File: src/rtl/bus_pkg.sv
// Shared definitions for the system-bus requester port: state codes, tag layout
// and the default bus/line geometry.
package bus_pkg;

    localparam int unsigned DEF_BUS_DATA_WIDTH = 64;
    localparam int unsigned DEF_LINE_WIDTH     = 512;
    localparam int unsigned DEF_TAG_WIDTH      = 13;

    localparam int unsigned TAG_WRITE_BIT = 12;
    localparam int unsigned TAG_ID_MSB    = 11;
    localparam int unsigned TAG_ID_LSB    = 8;

    function automatic int unsigned calc_beats(input int unsigned line_w,
                                               input int unsigned bus_w);
        return line_w / bus_w;
    endfunction

    localparam int unsigned DEF_BEATS = calc_beats(DEF_LINE_WIDTH, DEF_BUS_DATA_WIDTH);

    typedef logic [2:0] state_t;

    localparam state_t ST_IDLE  = 3'd0;
    localparam state_t ST_ARB   = 3'd1;
    localparam state_t ST_ADDR  = 3'd2;
    localparam state_t ST_WDATA = 3'd3;
    localparam state_t ST_RRESP = 3'd4;
    localparam state_t ST_DONE  = 3'd5;

endpackage

File: src/rtl/bus_line_buffer.sv
// Beat-indexed cache-line store for read responses, plus the beat selector that
// feeds outgoing write-data beats from the captured write line.
module bus_line_buffer
    import bus_pkg::*;
#(
    parameter int unsigned BUS_DATA_WIDTH = DEF_BUS_DATA_WIDTH,
    parameter int unsigned BEATS          = DEF_BEATS,
    parameter int unsigned IDX_W          = 3
) (
    input  logic                            clk_i,
    input  logic                            rst_ni,
    input  logic                            we_i,
    input  logic [IDX_W-1:0]                idx_i,
    input  logic [BUS_DATA_WIDTH-1:0]       wbeat_i,
    input  logic [BEATS*BUS_DATA_WIDTH-1:0] src_line_i,
    output logic [BEATS*BUS_DATA_WIDTH-1:0] line_o,
    output logic [BUS_DATA_WIDTH-1:0]       src_beat_o
);

    logic [BEATS-1:0][BUS_DATA_WIDTH-1:0] mem_q;
    logic [BEATS-1:0][BUS_DATA_WIDTH-1:0] src_beats;

    always_ff @(posedge clk_i or negedge rst_ni) begin
        if (!rst_ni) begin
            mem_q <= '0;
        end else if (we_i) begin
            mem_q[idx_i] <= wbeat_i;
        end
    end

    assign src_beats  = src_line_i;
    assign src_beat_o = src_beats[idx_i];
    assign line_o     = mem_q;

endmodule

File: src/rtl/bus_client_port.sv
// Requester endpoint of the shared system bus: takes one line read/write from a
// local client, arbitrates for the bus, runs the tagged handshake, then completes.
module bus_client_port
    import bus_pkg::*;
#(
    parameter int unsigned BUS_DATA_WIDTH = DEF_BUS_DATA_WIDTH,
    parameter int unsigned LINE_WIDTH     = DEF_LINE_WIDTH,
    parameter int unsigned TAG_WIDTH      = DEF_TAG_WIDTH,
    parameter logic [3:0]  CLIENT_ID      = 4'd0
) (
    input  logic                      clk,
    input  logic                      reset_n,
    input  logic                      cl_req_valid,
    output logic                      cl_req_ready,
    input  logic [63:0]               cl_req_addr,
    input  logic                      cl_req_write,
    input  logic [LINE_WIDTH-1:0]     cl_req_wdata,
    output logic                      cl_resp_valid,
    output logic [LINE_WIDTH-1:0]     cl_resp_data,
    output logic                      arb_req,
    input  logic                      arb_grant,
    output logic                      bus_busy_out,
    output logic                      bus_reqcyc,
    output logic [BUS_DATA_WIDTH-1:0] bus_req,
    output logic [TAG_WIDTH-1:0]      bus_reqtag,
    input  logic                      bus_reqack,
    input  logic                      bus_respcyc,
    input  logic [BUS_DATA_WIDTH-1:0] bus_resp,
    input  logic [TAG_WIDTH-1:0]      bus_resptag,
    output logic                      bus_respack
);

    localparam int unsigned     BEATS     = calc_beats(LINE_WIDTH, BUS_DATA_WIDTH);
    localparam int unsigned     IDX_W     = (BEATS > 1) ? $clog2(BEATS) : 1;
    localparam logic [IDX_W-1:0] LAST_BEAT = IDX_W'(BEATS - 1);
    localparam logic [63:0]     ADDR_MASK = ~64'h3F;

    state_t                    state_q, state_d;
    logic [IDX_W-1:0]          cnt_q, cnt_d;
    logic [63:0]               addr_q, addr_d;
    logic                      write_q, write_d;
    logic [LINE_WIDTH-1:0]     wdata_q, wdata_d;
    logic                      beat_we;
    logic                      id_match;
    logic [BUS_DATA_WIDTH-1:0] wbeat;
    logic                      unused_tag_bits;

    // Only the client-id field routes responses; the remaining tag bits are opaque.
    assign id_match        = (bus_resptag[TAG_ID_MSB:TAG_ID_LSB] == CLIENT_ID);
    assign unused_tag_bits = ^{bus_resptag[TAG_WIDTH-1:TAG_ID_MSB+1],
                               bus_resptag[TAG_ID_LSB-1:0]};

    always_comb begin
        state_d = state_q;
        cnt_d   = cnt_q;
        addr_d  = addr_q;
        write_d = write_q;
        wdata_d = wdata_q;
        beat_we = 1'b0;
        case (state_q)
            ST_IDLE: begin
                if (cl_req_valid) begin
                    addr_d  = cl_req_addr & ADDR_MASK;
                    write_d = cl_req_write;
                    wdata_d = cl_req_wdata;
                    state_d = ST_ARB;
                end
            end
            ST_ARB: begin
                if (arb_grant) state_d = ST_ADDR;
            end
            ST_ADDR: begin
                if (bus_reqack) begin
                    cnt_d   = '0;
                    state_d = write_q ? ST_WDATA : ST_RRESP;
                end
            end
            ST_WDATA: begin
                if (bus_reqack) begin
                    cnt_d = cnt_q + 1'b1;
                    if (cnt_q == LAST_BEAT) state_d = ST_DONE;
                end
            end
            ST_RRESP: begin
                if (bus_respack) begin
                    beat_we = 1'b1;
                    cnt_d   = cnt_q + 1'b1;
                    if (cnt_q == LAST_BEAT) state_d = ST_DONE;
                end
            end
            ST_DONE: state_d = ST_IDLE;
            default: state_d = ST_IDLE;
        endcase
    end

    always_ff @(posedge clk or negedge reset_n) begin
        if (!reset_n) begin
            state_q <= ST_IDLE;
            cnt_q   <= '0;
            addr_q  <= '0;
            write_q <= 1'b0;
            wdata_q <= '0;
        end else begin
            state_q <= state_d;
            cnt_q   <= cnt_d;
            addr_q  <= addr_d;
            write_q <= write_d;
            wdata_q <= wdata_d;
        end
    end

    assign cl_req_ready  = (state_q == ST_IDLE);
    assign arb_req       = (state_q == ST_ARB);
    assign bus_busy_out  = (state_q == ST_ADDR) || (state_q == ST_WDATA) ||
                           (state_q == ST_RRESP) || (state_q == ST_DONE);
    assign bus_reqcyc    = (state_q == ST_ADDR) || (state_q == ST_WDATA);
    assign bus_respack   = (state_q == ST_RRESP) && bus_respcyc && id_match;
    assign cl_resp_valid = (state_q == ST_DONE);

    assign bus_req = (state_q == ST_ADDR)  ? BUS_DATA_WIDTH'(addr_q) :
                     (state_q == ST_WDATA) ? wbeat : '0;

    always_comb begin
        bus_reqtag = '0;
        if (bus_reqcyc) begin
            bus_reqtag[TAG_WRITE_BIT]          = write_q;
            bus_reqtag[TAG_ID_MSB:TAG_ID_LSB]  = CLIENT_ID;
        end
    end

    bus_line_buffer #(
        .BUS_DATA_WIDTH(BUS_DATA_WIDTH),
        .BEATS         (BEATS),
        .IDX_W         (IDX_W)
    ) u_line_buffer (
        .clk_i     (clk),
        .rst_ni    (reset_n),
        .we_i      (beat_we),
        .idx_i     (cnt_q),
        .wbeat_i   (bus_resp),
        .src_line_i(wdata_q),
        .line_o    (cl_resp_data),
        .src_beat_o(wbeat)
    );

endmodule
File: config.mk
export PLATFORM = sky130hd
export DESIGN_NAME = bus_client_port
export DESIGN_NICKNAME = d
export VERILOG_FILES = /design/src/rtl/bus_pkg.sv /design/src/rtl/bus_line_buffer.sv /design/src/rtl/bus_client_port.sv
export SDC_FILE = /design/constraint.sdc
export NUM_CORES = 1
export LEC_CHECK = 0
export ABC_AREA = 1
export CORE_AREA = 2 2 484 486
export DETAILED_ROUTE_END_ITERATION = 10
export DIE_AREA = 0 0 486 488
export SYNTH_ARGS = -nofsm -noshare
export SYNTH_HDL_FRONTEND = slang
export SYNTH_SLANG_ARGS = --single-unit
File: constraint.sdc
create_clock -name clk -period 2.9 [get_ports clk]
set_clock_uncertainty 0.15 [all_clocks]
set_input_delay 0.87 -clock clk [delete_from_list [all_inputs] [get_ports clk]]
set_output_delay 0.87 -clock clk [all_outputs]
set_load 0.05 [all_outputs]
==> parameters.txt <==
Parameter                              Value

Status
  Result of the run ... finished with violations
  Failing checks ... setup timing

Layout
  Finished Core Util ... 0.314
  Area growth from synthesis to layout ... 50.8%
  Final-stage net count ... 7,150
  Proportion of layout cells with a drive suffix above 1 ... 0.231

Die
  Placeable core region ... 232,000 µm²
  Floorplan row count ... 177
  Die area ... 237,000 µm²
  Initial cell density of the core ... 0.208
  Die W ... 486 µm
  IO Pins ... 1,255
  Y dimension of the die ... 488 µm

Yosys
  Number of synthesized flops with an enable pin ... 0
  Post-synthesis average cell area ... 9.31 µm²
  Flip-flop cell with the highest count after synthesis ... sky130_fd_sc_hd__dfrtp_1
  Proportion of register bits with asynchronous set or reset after synthesis ... 1.00
  Basic-gate share of the synthesized area counting and, or, nand and nor cells ... 0.200
  Number of library cell types mapped by synthesis ... 21
  Post-synthesis instance area ... 48,300 µm²
  Adder-cell area share of the yosys netlist ... 0.000519
  Post-synthesis compound-gate area fraction ... 0.0577
  Post-Synthesis Cells ... 5,183
  Sequential element share of the synthesized area ... 0.565
  Number of warning messages in the yosys log ... 0
  Number of register bits inferred by synthesis ... 1,089
  Portion of netlist area occupied by mux cells ... 0.133
  Xor/xnor share of the synthesized area ... 0
  Dominant combinational cell family by area after synthesis ... simple AND/OR/NAND/NOR gates

Timing
  Final Hold Fails ... 0
  Measured slew at the worst slew-check pin ... 976 ps
  Number of pins exceeding their max-slew limit in the final report ... 0
  Final worst-path cycle share ... 1.28
  Min Hold Slack ... 337 ps
  F_max ... 269 MHz
  Number of setup violations in the final report ... 100
  Setup repair after global routing missed its margin ... true
  Setup WS post-layout ... -817 ps
  Final critical delay including setup and external delays ... 3720 ps
  Worst slew margin relative to its limit ... 0.349

Drt
  Number of detailed-route iterations in the first pass ... 8
  Count of antenna-violating nets left after detailed routing ... 0
  Wire per inst ... 22.1 µm
  Routed WL ... 214 mm
  Detailed-route DRC error count ... 0
  Via density per instance ... 4.35
  Vias ... 42,100
  Drt first-iter violations ... 2,805

Pwr
  Maximum vdd ir drop ... 0.635 mV
  Pwr Density ... 918 nW/µm²
  Cell leakage power ... 37.3 nW

Clocking
  Worst-path clk slew ... 50 ps
  # clock sinks ... 1,089
  H-Tree Level Count ... 4
  CTS tree ... built
  Clock tree buffer depth ... 3
  Clock buffer count from CTS ... 132
  Clock insertion delay at the later pin of the skew report ... 780 ps
  Clock root buffer ... sky130_fd_sc_hd__clkbuf_16

Critical path
  Path type of the worst setup path ... reg -> out
  Startpoint of the worst register-to-register path ... cnt_q[0]
  Number of cells on the worst reg-to-reg path ... 10
  Signal arrival time at the worst endpoint ... 2700 ps
  Ordered cell list for the critical path ... clkinv_8 > buf_16 > buf_4 > buf_6 > clkbuf_16 > nand2_1 > a21oi_1 > o21ai_1 > a21oi_2 > buf_12
  Worst reg2reg setup slack ... -60 ps
  Critical-path cell with the highest stage delay ... sky130_fd_sc_hd__dfrtp_4
  Req. time, crit path ... 1880 ps
  Critical Path Start Type ... flip-flop
  Reg-to-reg endpoint ... u_line_buffer.line_o[39]
  Highest fanout seen on the critical path ... 8
  CP peak stage delay ... 570 ps
  Nature of the critical path endpoint ... output pin

Hold path
  Hold/Removal Path Class ... reg -> reg
  Hold EP ... u_line_buffer.line_o[487]
  Min-Delay Startpoint ... u_line_buffer.line_o[487]
  Hold path depth ... 2

Placement
  Count of input and output buffers ... 1,227
  Placed wire-length estimate ... 156 mm
  Gp weighted congestion ... 0.877

Global route
  Pin count of the biggest net entering global routing ... 101
  Remaining Overflow, GRT ... 0
  Total global routing track utilization ... 0.171
  Initial antenna violation count ... 74
  Via count of the first global-routing pass ... 42,700
  Global-route wire length before repair ... 299 mm

Job
  Maxcap violations ... 0
==> synth_stat cells, types with 11 or more instances <==
cell / n / area share
sky130_fd_sc_hd__a21oi_1: 31 / 0.0032
sky130_fd_sc_hd__buf_1: 18 / 0.0014
sky130_fd_sc_hd__buf_2: 96 / 0.010
sky130_fd_sc_hd__buf_4: 19 / 0.0030
sky130_fd_sc_hd__buf_6: 39 / 0.0091
sky130_fd_sc_hd__clkbuf_1: 241 / 0.019
sky130_fd_sc_hd__dfrtp_1: 1089 / 0.56
sky130_fd_sc_hd__inv_1: 15 / 0.0012
sky130_fd_sc_hd__mux2_2: 570 / 0.13
sky130_fd_sc_hd__nand2_1: 2493 / 0.19
sky130_fd_sc_hd__nand3_1: 18 / 0.0019
sky130_fd_sc_hd__nor2_1: 11 / 0.00086
sky130_fd_sc_hd__o21ai_0: 525 / 0.054
==> repair_timing <==
item / CTS / global route
gates cloned: 4 / 29
pin swaps: 9 / 80
setup endpoints to repair: 574 / 71
resized for setup: 658 / 289
endpoints found under the hold margin: 11 / 0
hold buffers: 1 / 0
setup buffers: 8 / 26
==> layer usage <==
metal  vias to the layer above  routed length (µm)  track usage
li1                      19200                   -            -
met2                      1830              107000        0.297
met5                         -                 179            0
met3                       402               15800       0.0428
met4                        26                9090       0.0757
met1                     20600               82100        0.198
==> sequential cells by signal, indices dropped and copies added, names as in the netlist <==
name                  cells
state_q                   3
cnt_q                     3
addr_q                   58
wdata_q                 512
u_line_buffer.line_o    512
write_q                   1
==> critical path: cells and delay by family (launching register included) <==
family / cells / cell delay [ps]
compound gates: 3 / 440
simple gates: 1 / 50
flops: 1 / 570
buf+inv: 6 / 850
==> report_power, final <==
group | switching [mW] | leakage [nW] | internal (mW)
Combinational | 14.8 | 21.2 | 12.7
Sequential | 2.56 | 13.9 | 19.6
Clock | 7.11 | 2.17 | 9.94
Total | 24.5 | 37.3 | 42.3
==> area by class of cell <==
cell class                      instances  area [µm²]
Fill cell                           23900      159000
Inverter                               17        86.3
Multi-Input combinational cell       3675       20100
Sequential cell                      1089       27300
Clock inverter                         42         601
Antenna cell                           37        92.6
Clock buffer                          188        3850
Tap cell                             3043        3810
Timing Repair Buffer                 1573       17000
==> layout by cell type, fill, tap and decap left out, types with 37 or more instances in the layout <==
cell	count
sky130_fd_sc_hd__buf_12	161
sky130_fd_sc_hd__buf_4	190
sky130_fd_sc_hd__clkbuf_16	160
sky130_fd_sc_hd__clkdlybuf4s50_1	642
sky130_fd_sc_hd__dfrtp_1	1085
sky130_fd_sc_hd__diode_2	37
sky130_fd_sc_hd__dlygate4sd2_1	504
sky130_fd_sc_hd__mux2_2	570
sky130_fd_sc_hd__nand2_1	2226
sky130_fd_sc_hd__nand2_2	218
sky130_fd_sc_hd__nand2_4	48
sky130_fd_sc_hd__o21ai_0	514
==> cells by family (layout without fill, tap and decap cells) <==
kind of cell | Yosys count | count (layout)
AND/OR/NAND/NOR | 2535 | 2535
flip-flops | 1089 | 1089
multiplexers | 570 | 570
AO/OA/AOI/OAI | 556 | 556
buffers and inverters | 430 | 1820
adder cells (fa/ha/maj) | 2 | 2
other | 1 | 49
==> through the flow <==
stage                     total power [mW]  instances  worst slack, ps  setup TNS (ps)  cell area, µm²
after detailed placement              46.4       9332             -294          -32800           66400
after global placement                46.0       9332             -307          -25010           66400
after floorplan                       36.0       5194             22.9               0           48300
after CTS                             64.6       9575             -981          -56630           70900
final                                 66.8       9664             -817          -47810           72800
after global routing                  70.4       9653             -948          -63790           72700
==> how the worst max path moves through the flow <==
stage | cells past startpoint | to | from | slack, ps
after CTS | 13 | bus_req[32] | cnt_q[0] | -980
final | 10 | bus_req[3] | cnt_q[0] | -820
after global placement | 11 | bus_req[6] | cnt_q[0] | -310
after global routing | 13 | bus_req[26] | cnt_q[0] | -950
after detailed placement | 11 | bus_req[6] | cnt_q[0] | -290
after floorplan | 3 | bus_respack | bus_resptag[9] | 20
Note: power is estimated with default switching activity, not from simulation.
